[src/rtl/escalonador_tiros_if.sv]
// Bundle between the projectile scheduler and the game logic that requests shots.
// The master side is the game (requesters, hit detector); the slave side is escalonador_tiros.
interface escalonador_tiros_if #(
  parameter int N_SLOTS  = 4,
  parameter int TICK_DIV = 50000
);
  localparam int CW = (TICK_DIV > 1) ? $clog2(TICK_DIV) : 1;

  // Handshake: a requester raises req and holds it with stable x/y until it sees a
  // one-cycle ack; the slot is already loaded during the cycle ack is high.
  logic                   pausa;
  logic                   req_jogador;
  logic [9:0]             x_jogador;
  logic [9:0]             y_jogador;
  logic                   req_inimigo;
  logic [9:0]             x_inimigo;
  logic [9:0]             y_inimigo;
  logic [N_SLOTS-1:0]     acerto;
  logic                   ack_jogador;
  logic                   ack_inimigo;
  logic [N_SLOTS-1:0]     ativo;
  logic [N_SLOTS-1:0]     sentido;
  logic [10*N_SLOTS-1:0]  x_tiros;
  logic [10*N_SLOTS-1:0]  y_tiros;
  logic [CW-1:0]          dbg_contador;
  logic                   dbg_ponteiro;

  modport master (
    output pausa, req_jogador, x_jogador, y_jogador,
    output req_inimigo, x_inimigo, y_inimigo, acerto,
    input  ack_jogador, ack_inimigo, ativo, sentido, x_tiros, y_tiros,
    input  dbg_contador, dbg_ponteiro
  );

  modport slave (
    input  pausa, req_jogador, x_jogador, y_jogador,
    input  req_inimigo, x_inimigo, y_inimigo, acerto,
    output ack_jogador, ack_inimigo, ativo, sentido, x_tiros, y_tiros,
    output dbg_contador, dbg_ponteiro
  );
endinterface

[src/rtl/escalonador_tiros.sv]
// Projectile slot pool shared by player (up) and enemy (down) with round-robin grants.
// Define LIMITE_JOGADOR_EN to allow only one player shot on screen at a time.
module escalonador_tiros #(
  parameter int N_SLOTS  = 4,
  parameter int TICK_DIV = 50000,
  parameter int Y_MAX    = 480,
  parameter int OFFSET   = 35
) (
  input  logic          CLOCK_50,
  input  logic          reset,
  escalonador_tiros_if.slave bus
);
  localparam int CW = (TICK_DIV > 1) ? $clog2(TICK_DIV) : 1;
  localparam int SW = $clog2(N_SLOTS);
  localparam logic [CW-1:0] TICK_LAST = CW'(TICK_DIV - 1);
  localparam logic [10:0]   Y_LAST    = 11'(Y_MAX - 1);
  localparam logic [10:0]   OFS       = 11'(OFFSET);

  typedef enum logic {PTR_JOGADOR = 1'b0, PTR_INIMIGO = 1'b1} ptr_t;

  logic [CW-1:0]      contador;
  ptr_t               ponteiro;
  logic               ack_j, ack_i;
  logic [N_SLOTS-1:0] ativo, sentido;
  logic [9:0]         x_r [N_SLOTS];
  logic [9:0]         y_r [N_SLOTS];

  logic               tick;
  logic               livre_ok;
  logic [SW-1:0]      livre_idx;
  logic               jogador_livre;
  logic               elig_j, elig_i, grant_j, grant_i;
  logic [10:0]        yj_ext, soma_i;
  logic [9:0]         y_spawn_j, y_spawn_i;

  assign tick = !bus.pausa && (contador == TICK_LAST);

  // Lowest-index free slot, judged on the registered state only.
  always_comb begin
    livre_ok  = 1'b0;
    livre_idx = '0;
    for (int i = N_SLOTS - 1; i >= 0; i--) begin
      if (!ativo[i]) begin
        livre_ok  = 1'b1;
        livre_idx = SW'(i);
      end
    end
  end

`ifdef LIMITE_JOGADOR_EN
  assign jogador_livre = ~|(ativo & sentido);
`else
  assign jogador_livre = 1'b1;
`endif

  assign elig_j  = !bus.pausa && bus.req_jogador && !ack_j && livre_ok && jogador_livre;
  assign elig_i  = !bus.pausa && bus.req_inimigo && !ack_i && livre_ok;
  assign grant_j = elig_j && (!elig_i || ponteiro == PTR_JOGADOR);
  assign grant_i = elig_i && !grant_j;

  assign yj_ext    = {1'b0, bus.y_jogador};
  assign soma_i    = {1'b0, bus.y_inimigo} + OFS;
  assign y_spawn_j = (yj_ext >= OFS) ? 10'(yj_ext - OFS) : 10'd0;
  assign y_spawn_i = (soma_i > Y_LAST) ? 10'(Y_LAST) : 10'(soma_i);

  always_ff @(posedge CLOCK_50 or posedge reset) begin
    if (reset) begin
      contador <= '0;
      ponteiro <= PTR_JOGADOR;
      ack_j    <= 1'b0;
      ack_i    <= 1'b0;
      ativo    <= '0;
      sentido  <= '0;
      for (int i = 0; i < N_SLOTS; i++) begin
        x_r[i] <= '0;
        y_r[i] <= '0;
      end
    end else begin
      ack_j <= grant_j;
      ack_i <= grant_i;
      if (!bus.pausa) contador <= tick ? '0 : contador + 1'b1;
      if (elig_j && elig_i)
        ponteiro <= (ponteiro == PTR_JOGADOR) ? PTR_INIMIGO : PTR_JOGADOR;

      for (int i = 0; i < N_SLOTS; i++) begin
        if (ativo[i]) begin
          // A hit wins over movement; exiting the screen frees instead of moving.
          if (bus.acerto[i]) begin
            ativo[i] <= 1'b0;
          end else if (tick) begin
            if (sentido[i]) begin
              if (y_r[i] == 10'd0) ativo[i] <= 1'b0;
              else                 y_r[i]   <= y_r[i] - 10'd1;
            end else begin
              if ({1'b0, y_r[i]} >= Y_LAST) ativo[i] <= 1'b0;
              else                          y_r[i]   <= y_r[i] + 10'd1;
            end
          end
        end else if ((grant_j || grant_i) && livre_idx == SW'(i)) begin
          ativo[i]   <= 1'b1;
          sentido[i] <= grant_j;
          x_r[i]     <= grant_j ? bus.x_jogador : bus.x_inimigo;
          y_r[i]     <= grant_j ? y_spawn_j : y_spawn_i;
        end
      end
    end
  end

  assign bus.ack_jogador  = ack_j;
  assign bus.ack_inimigo  = ack_i;
  assign bus.ativo        = ativo;
  assign bus.sentido      = sentido;
  assign bus.dbg_contador = contador;
  assign bus.dbg_ponteiro = ponteiro;

  for (genvar g = 0; g < N_SLOTS; g++) begin : g_pack
    assign bus.x_tiros[10*g +: 10] = x_r[g];
    assign bus.y_tiros[10*g +: 10] = y_r[g];
  end
endmodule
[src/flat_wrapper.sv]
// flat-port wrapper written by rule: the top's interface ports become plain ports
module escalonador_tiros_flat 
#(
  parameter int N_SLOTS  = 4,
  parameter int TICK_DIV = 50000,
  parameter int Y_MAX    = 480,
  parameter int OFFSET   = 35
)
  (CLOCK_50, reset, bus_pausa, bus_req_jogador, bus_x_jogador, bus_y_jogador, bus_req_inimigo, bus_x_inimigo, bus_y_inimigo, bus_acerto, bus_ack_jogador, bus_ack_inimigo, bus_ativo, bus_sentido, bus_x_tiros, bus_y_tiros, bus_dbg_contador, bus_dbg_ponteiro);
  escalonador_tiros_if #(.N_SLOTS(N_SLOTS), .TICK_DIV(TICK_DIV)) bus_i ();
  input  logic CLOCK_50;
  input  logic reset;
  input wire logic [$bits(bus_i.pausa)-1:0] bus_pausa;
  input wire logic [$bits(bus_i.req_jogador)-1:0] bus_req_jogador;
  input wire logic [$bits(bus_i.x_jogador)-1:0] bus_x_jogador;
  input wire logic [$bits(bus_i.y_jogador)-1:0] bus_y_jogador;
  input wire logic [$bits(bus_i.req_inimigo)-1:0] bus_req_inimigo;
  input wire logic [$bits(bus_i.x_inimigo)-1:0] bus_x_inimigo;
  input wire logic [$bits(bus_i.y_inimigo)-1:0] bus_y_inimigo;
  input wire logic [$bits(bus_i.acerto)-1:0] bus_acerto;
  output wire logic [$bits(bus_i.ack_jogador)-1:0] bus_ack_jogador;
  output wire logic [$bits(bus_i.ack_inimigo)-1:0] bus_ack_inimigo;
  output wire logic [$bits(bus_i.ativo)-1:0] bus_ativo;
  output wire logic [$bits(bus_i.sentido)-1:0] bus_sentido;
  output wire logic [$bits(bus_i.x_tiros)-1:0] bus_x_tiros;
  output wire logic [$bits(bus_i.y_tiros)-1:0] bus_y_tiros;
  output wire logic [$bits(bus_i.dbg_contador)-1:0] bus_dbg_contador;
  output wire logic [$bits(bus_i.dbg_ponteiro)-1:0] bus_dbg_ponteiro;
  assign bus_i.pausa = bus_pausa;
  assign bus_i.req_jogador = bus_req_jogador;
  assign bus_i.x_jogador = bus_x_jogador;
  assign bus_i.y_jogador = bus_y_jogador;
  assign bus_i.req_inimigo = bus_req_inimigo;
  assign bus_i.x_inimigo = bus_x_inimigo;
  assign bus_i.y_inimigo = bus_y_inimigo;
  assign bus_i.acerto = bus_acerto;
  assign bus_ack_jogador = bus_i.ack_jogador;
  assign bus_ack_inimigo = bus_i.ack_inimigo;
  assign bus_ativo = bus_i.ativo;
  assign bus_sentido = bus_i.sentido;
  assign bus_x_tiros = bus_i.x_tiros;
  assign bus_y_tiros = bus_i.y_tiros;
  assign bus_dbg_contador = bus_i.dbg_contador;
  assign bus_dbg_ponteiro = bus_i.dbg_ponteiro;
  escalonador_tiros #(.N_SLOTS(N_SLOTS), .TICK_DIV(TICK_DIV), .Y_MAX(Y_MAX), .OFFSET(OFFSET)) u_core (.CLOCK_50(CLOCK_50), .reset(reset), .bus(bus_i));
endmodule
[config.mk]
export PLATFORM = sky130hd
export DESIGN_NAME = escalonador_tiros_flat
export DESIGN_NICKNAME = d
export VERILOG_FILES = /design/src/rtl/escalonador_tiros_if.sv /design/src/rtl/escalonador_tiros.sv /design/src/flat_wrapper.sv
export SDC_FILE = /design/constraint.sdc
export NUM_CORES = 1
export LEC_CHECK = 0
export CORE_MARGIN = 8
export CORE_UTILIZATION = 45
export DETAILED_ROUTE_END_ITERATION = 8
export DONT_BUFFER_PORTS = 1
export MAX_ROUTING_LAYER = met4
export PLACE_DENSITY = 0.7
export SLEW_MARGIN = 30
export SYNTH_ARGS = -nofsm -noshare
export SYNTH_HDL_FRONTEND = slang
export SYNTH_SLANG_ARGS = --single-unit
[constraint.sdc]
create_clock -name CLOCK_50 -period 4.29 [get_ports CLOCK_50]
set_input_delay 0.858 -clock CLOCK_50 [delete_from_list [all_inputs] [get_ports CLOCK_50]]
set_output_delay 0.858 -clock CLOCK_50 [all_outputs]
set_load 0.01 [all_outputs]
==> flow_summary.json, run 1 <==
{
  "post_cts_buffers": 0,
  "crit_chain": "and4_1 > a2111o_1 > clkinv_1 > and3_1 > a41oi_2 > nor2_1 > o22a_1",
  "crit_path_end_kind": "register",
  "path_max_fanout": 18,
  "yosysSeqAreaShare_pct": 37.6,
  "finalCriticalPeriod_ps": 2960,
  "gp_congestion": 0.897,
  "syn_to_final_growth_pct": 7.96,
  "setup_violations": 0,
  "dpl_cell_area_sq_um": 7370,
  "syn_area_sq_um": 7120,
  "r2r_setup_slack_ps": 1330,
  "grt_max_degree": 65,
  "wirelength_um": 21200,
  "cts_buffers": 9,
  "stdcell_area_sq_um": 7690,
  "cts_max_level": 3,
  "clock-root-buffer": "clkbuf_16",
  "clk_latency_ps": 360,
  "dieArea_sq_um": 20100,
  "crit_end": "u_core.bus.y_tiros[5]",
  "synthFlopType": "dfrtp_1",
  "tns_ps": 0,
  "cap_violations": 0,
  "dp_hpwl_um": 16000,
  "vias_per_cell": 6.05,
  "status": "complete, no violations",
  "ff2ff_path_depth": 7,
  "ant_nets": 0,
  "syn_nets": 879,
  "firstDrtPassIters": 5,
  "clock_path_buffers": 2,
  "relSlewSlack_pct": 43.4,
  "dr.first_iter.drc_count": 559,
  "cts_tree": "done",
  "synth.avg_cell_area_sq_um": 9.00,
  "cp.arrival_ps": 3210,
  "grt_pass1_vias": 5744,
  "clock-sinks": 107,
  "port_buffers": 0,
  "crit_required_ps": 4540,
  "post-route-period-util_pct": 69.1,
  "crit_type": "register to register",
  "vdd_drop_max_v": 0.000352,
  "ys_ff_latch": 107,
  "finalHoldViolations": 0,
  "hold_slack_ps": 536,
  "r2r_start": "u_core.bus.ativo[0]",
  "die_w_um": 142,
  "cp_slowest_cell": "dfrtp_1",
  "ys_types": 76,
  "async_reset_ff_share_pct": 100,
  "synthesis.instances": 791,
  "start_util_pct": 45.5,
  "drc": 0,
  "reg2reg_to": "u_core.bus.y_tiros[5]",
  "start_kind": "register",
  "wl_per_cell_um": 21.1,
  "hp-class": "input pin to async pin",
  "p_leak_uw": 0.00329,
  "cts_hold_buffers": 0,
  "drive_gt1_share_pct": 6.84,
  "grt_overflow": 0,
  "fmax_mhz": 337,
  "cts_resized": 0,
  "drv_slew": 0,
  "power_density_nw_per_um2": 645,
  "synth-edff-count": 0,
  "multiInputGateArea_sq_um": 4240,
  "ys.warnings.count": 0,
  "fillCellCount": 1519,
  "dieHeight_um": 142,
  "core_area_sq_um": 15700,
  "startpoint": "u_core.bus.ativo[0]",
  "tightest_slew_ps": 848,
  "ff_latch_area_sq_um": 2680,
  "rows": 46,
  "skew_ps": 6.32,
  "max_stage_delay_ps": 840,
  "rsz0062_at_grt": "false",
  "grt_usage_pct": 21.7,
  "antenna_found_initial": 0,
  "path_clk_slew_ps": 70,
  "grt_pass1_wl_um": 33400,
  "via_count": 6079,
  "diodes": 0,
  "io_pins": 156,
  "nets": 872
}
[stage by stage]
step	utilization [%]	setup WS, ps	power (uW)	cells
detailed placement	47.1	1200	4070	989
floorplan	-	615	3470	791
finish	49.1	1330	4960	1005
CTS	49.1	1300	4960	1005
global route	49.1	1100	5330	1005
global placement	47.1	1280	4030	989
[state kept, by name (all words and copies together), names as in the netlist]
register	count
u_core.bus.sentido	4
u_core.bus.ack_jogador	1
u_core.bus.dbg_contador	16
u_core.bus.y_tiros	40
u_core.bus.dbg_ponteiro	1
u_core.bus.ack_inimigo	1
u_core.bus.ativo	4
u_core.bus.x_tiros	40
[synthesized netlist by cell type, drive strengths merged, types with 6 or more instances]
library cell  number  share of area [%]
a211o              6               0.74
nand2b            16                1.4
and3              11               0.97
a21oi             34                2.5
a21o               9               0.95
mux2               8                1.3
xor2              21                2.6
or4                7               0.79
ha                35                6.2
dfrtp            107                 38
o211ai            16                1.7
nand2             96                5.1
a31oi             18                1.6
o221ai             7               0.86
a211oi             7               0.74
nor4              10               0.88
buf                8               0.54
nor2b             10               0.88
nor2              60                3.2
o31ai              6                1.2
clkbuf            19                1.0
mux2i             17                2.4
xnor2             26                3.2
o22a               8               0.98
o21ai             71                5.0
inv               27                1.4
nand4             12                1.1
nand3             17                1.2
nor3              26                1.8
[logic make-up after synthesis]
kind of cell	after synthesis	synth area share, %
DFF	107	37.6
and+or+nand+nor	295	20.6
muxes	25	3.65
buffers and inverters	55	3.02
adders and majority gates	39	7.27
AOI/OAI and AO/OA	223	22.1
xor gates and xnor gates	47	5.78
[worst max-delay path, delay by kind of cell (launching register included)]
family                 cells  cell delay [ps]
AOI/OAI and AO/OA          3              910
buffers and inverters      1              400
DFF                        1              840
and+or+nand+nor            3              700
[placed cells by master (no fill, tap or decap), drive strengths merged, types with 4 or more instances in the layout]
cell	netlist	layout
nor2b	10	10
buf	8	9
dfrtp	107	107
a211o	6	6
nand4	12	12
o21bai	4	4
or2	4	4
o22ai	5	5
o211ai	16	16
inv	27	30
or3	4	4
a2111oi	5	5
xnor2	26	26
and3	11	11
a21oi	34	34
nand2	96	96
fa	4	4
nand2b	16	16
nor3	26	26
nor4	10	10
mux2i	17	17
o22a	8	8
mux2	8	8
ha	35	35
clkbuf	19	10
nor2	60	60
nand3	17	17
o31ai	6	6
a21o	9	9
o21ai	71	71
nor4b	5	5
a31oi	18	18
or4	7	7
xor2	21	21
o221ai	7	7
a211oi	7	7
[layout make-up]
class / instances / share of cell area, %
clock buffer: 10 / 3.11
timing repair buffer: 9 / 1.04
multi-input combinational: 629 / 55.2
inverter: 28 / 1.40
tap: 216 / 3.52
sequential: 107 / 34.8
clock inverter: 6 / 0.895
[report_power, final]
group / total (uW) / switching [uW] / internal (uW)
sequential: 1990 / 682 / 1310
clock: 882 / 407 / 476
combinational: 2080 / 1150 / 937
[metal layers]
metal,vias up,routed length (um),track usage [%]
met1,2929,8920,27.1
li1,2925,-,-
met5,-,0,-
met4,0,419,6.95
met2,197,10200,34.0
met3,28,1600,5.14
[worst min-delay path by stage]
| stage | end | from | slack, ps | cells past startpoint |
|---|---|---|---|---|
| CTS | u_core.bus.ack_inimigo | bus_pausa | 560 | 1 |
| global route | u_core.bus.ack_inimigo | bus_pausa | 560 | 1 |
| global placement | u_core.bus.x_tiros[12] | u_core.bus.x_tiros[12] | 550 | 2 |
| finish | u_core.bus.dbg_contador[9] | reset | 540 | 1 |
| detailed placement | u_core.bus.x_tiros[18] | u_core.bus.x_tiros[18] | 550 | 2 |
| floorplan | u_core.bus.x_tiros[10] | u_core.bus.x_tiros[10] | 520 | 2 |
No activity file was read; power rests on OpenSTA's default activity.
==> inputs of run 2 (changes only) <==
Settings changed: PLACE_DENSITY 0.7 to 0.72.
Clock period 4.29 ns to 2.64 ns, I/O delays scaled along.
==> flow_summary.json, run 2 (same netlist as run 1, synthesis figures left out) <==
{
  "status": "complete, no violations",
  "setup_violations": 0,
  "grt.busiest_layer": "met2",
  "antenna_found_initial": 0,
  "fmax_mhz": 400,
  "max_stage_delay_ps": 550,
  "cts_resized": 0,
  "crit_family": "compound AO/OA/AOI/OAI gates",
  "drv_slew": 0,
  "drc": 0,
  "tightest_slew_ps": 590,
  "die_w_um": 142,
  "clock_path_buffers": 2,
  "setup_ws_ps": 139,
  "grt_overflow": 0,
  "cts_max_level": 3,
  "start_kind": "register",
  "clock-sinks": 107,
  "cts_tree": "done",
  "gp_congestion": 0.900,
  "core_area_sq_um": 15700,
  "grt_usage_pct": 21.8,
  "port_buffers": 0,
  "grt_pass1_vias": 5919,
  "crit_path_end_kind": "register",
  "crit_required_ps": 2890,
  "final_cells": 1048,
  "firstDrtPassIters": 4,
  "crit_type": "register to register",
  "io_pins": 156,
  "cap_violations": 0,
  "post-route-period-util_pct": 94.7,
  "use_met2_pct": 33.4,
  "final_cell_mix": "107 x dfrtp_1, 96 x nand2_1, 60 x nor2_1, 51 x buf_4, 42 x o21ai_0",
  "crit_buf_inv": 1,
  "path_clk_slew_ps": 80,
  "vdd_drop_max_v": 0.000421,
  "dr.first_iter.drc_count": 497,
  "skew_ps": 8.52,
  "ant_nets": 0,
  "vias_per_cell": 6.00,
  "relSlewSlack_pct": 60.7,
  "final_common_cell": "dfrtp_1",
  "post_cts_buffers": 0,
  "rsz0062_at_grt": "false",
  "grt_util_met3_pct": 5.71,
  "dp_cells": 1032,
  "cts_buffers": 9,
  "crit_chain": "ha_1 > and3b_1 > and2_1 > nand4b_2 > buf_4 > o31ai_4 > o21ai_0 > o22a_1",
  "start_util_pct": 45.5,
  "syn_to_final_growth_pct": 12.5,
  "cts_hold_buffers": 0,
  "diodes": 0,
  "power_density_nw_per_um2": 1020,
  "globalRouteMet1Util_pct": 26.7,
  "utilization_pct": 51.2,
  "totalPowerFinal_uw": 8200,
  "grt_max_degree": 108,
  "wirelength_um": 21600,
  "via_count": 6287,
  "rows": 46,
  "hp-class": "input pin to async pin",
  "p_leak_uw": 0.00348,
  "wl_per_cell_um": 20.6,
  "finalCriticalPeriod_ps": 2500,
  "cp_slowest_cell": "o31ai_4",
  "cp.arrival_ps": 2760,
  "clk_latency_ps": 360,
  "dieHeight_um": 142,
  "clock-root-buffer": "clkbuf_16",
  "nets": 915,
  "dieArea_sq_um": 20100,
  "dp_hpwl_um": 16600,
  "hold_slack_ps": 197,
  "drive_gt1_share_pct": 11.5,
  "pre_cts_slack_ps": -30.9,
  "finalHoldViolations": 0,
  "path_max_fanout": 12,
  "grt_pass1_wl_um": 33500
}
==> run 2: layout make-up <==
class	count	area [sq um]
Timing Repair Buffer	52	403
Inverter	28	109
Multi-Input combinational cell	629	4240
Clock buffer	10	229
Clock inverter	6	82.6
Tap cell	216	270
Sequential cell	107	2680
Fill cell	1480	7650
==> run 2: power by group <==
| part | internal, uW | switching [uW] |
|---|---|---|
| registers | 2130 | 934 |
| logic | 1660 | 2030 |
| clock network | 759 | 687 |
| total | 4550 | 3650 |
==> run 2: layer usage <==
layer / up-vias / part of all wire, % / routed length, um
li1: 3003 / - / -
met1: 3033 / 42 / 9110
met2: 207 / 47 / 10100
met3: 44 / 7.6 / 1640
met4: 0 / 3.2 / 683
met5: - / 0 / 0
==> run 2: through the flow <==
stage | TNS (ps) | area (sq um)
global placement | 0 | 7700
floorplan | 0 | 7120
detailed placement | -45.0 | 7700
CTS | 0 | 8010
finish | 0 | 8010
global route | 0 | 8010
==> run 2: path summary, 6_finish.rpt <==
kind	from	endpoint	slack (ps)	depth (start not counted)
hold reg to reg	u_core.bus.x_tiros[21]	u_core.bus.x_tiros[21]	570	2
max in group asynchronous	reset	u_core.bus.y_tiros[26]	2020	2
setup reg to reg	u_core.bus.dbg_contador[1]	u_core.bus.y_tiros[4]	140	8
min in group CLOCK_50	bus_pausa	u_core.bus.ack_inimigo	230	1
hold / removal	reset	u_core.bus.x_tiros[24]	200	2
setup / recovery	u_core.bus.dbg_contador[1]	u_core.bus.y_tiros[4]	140	8
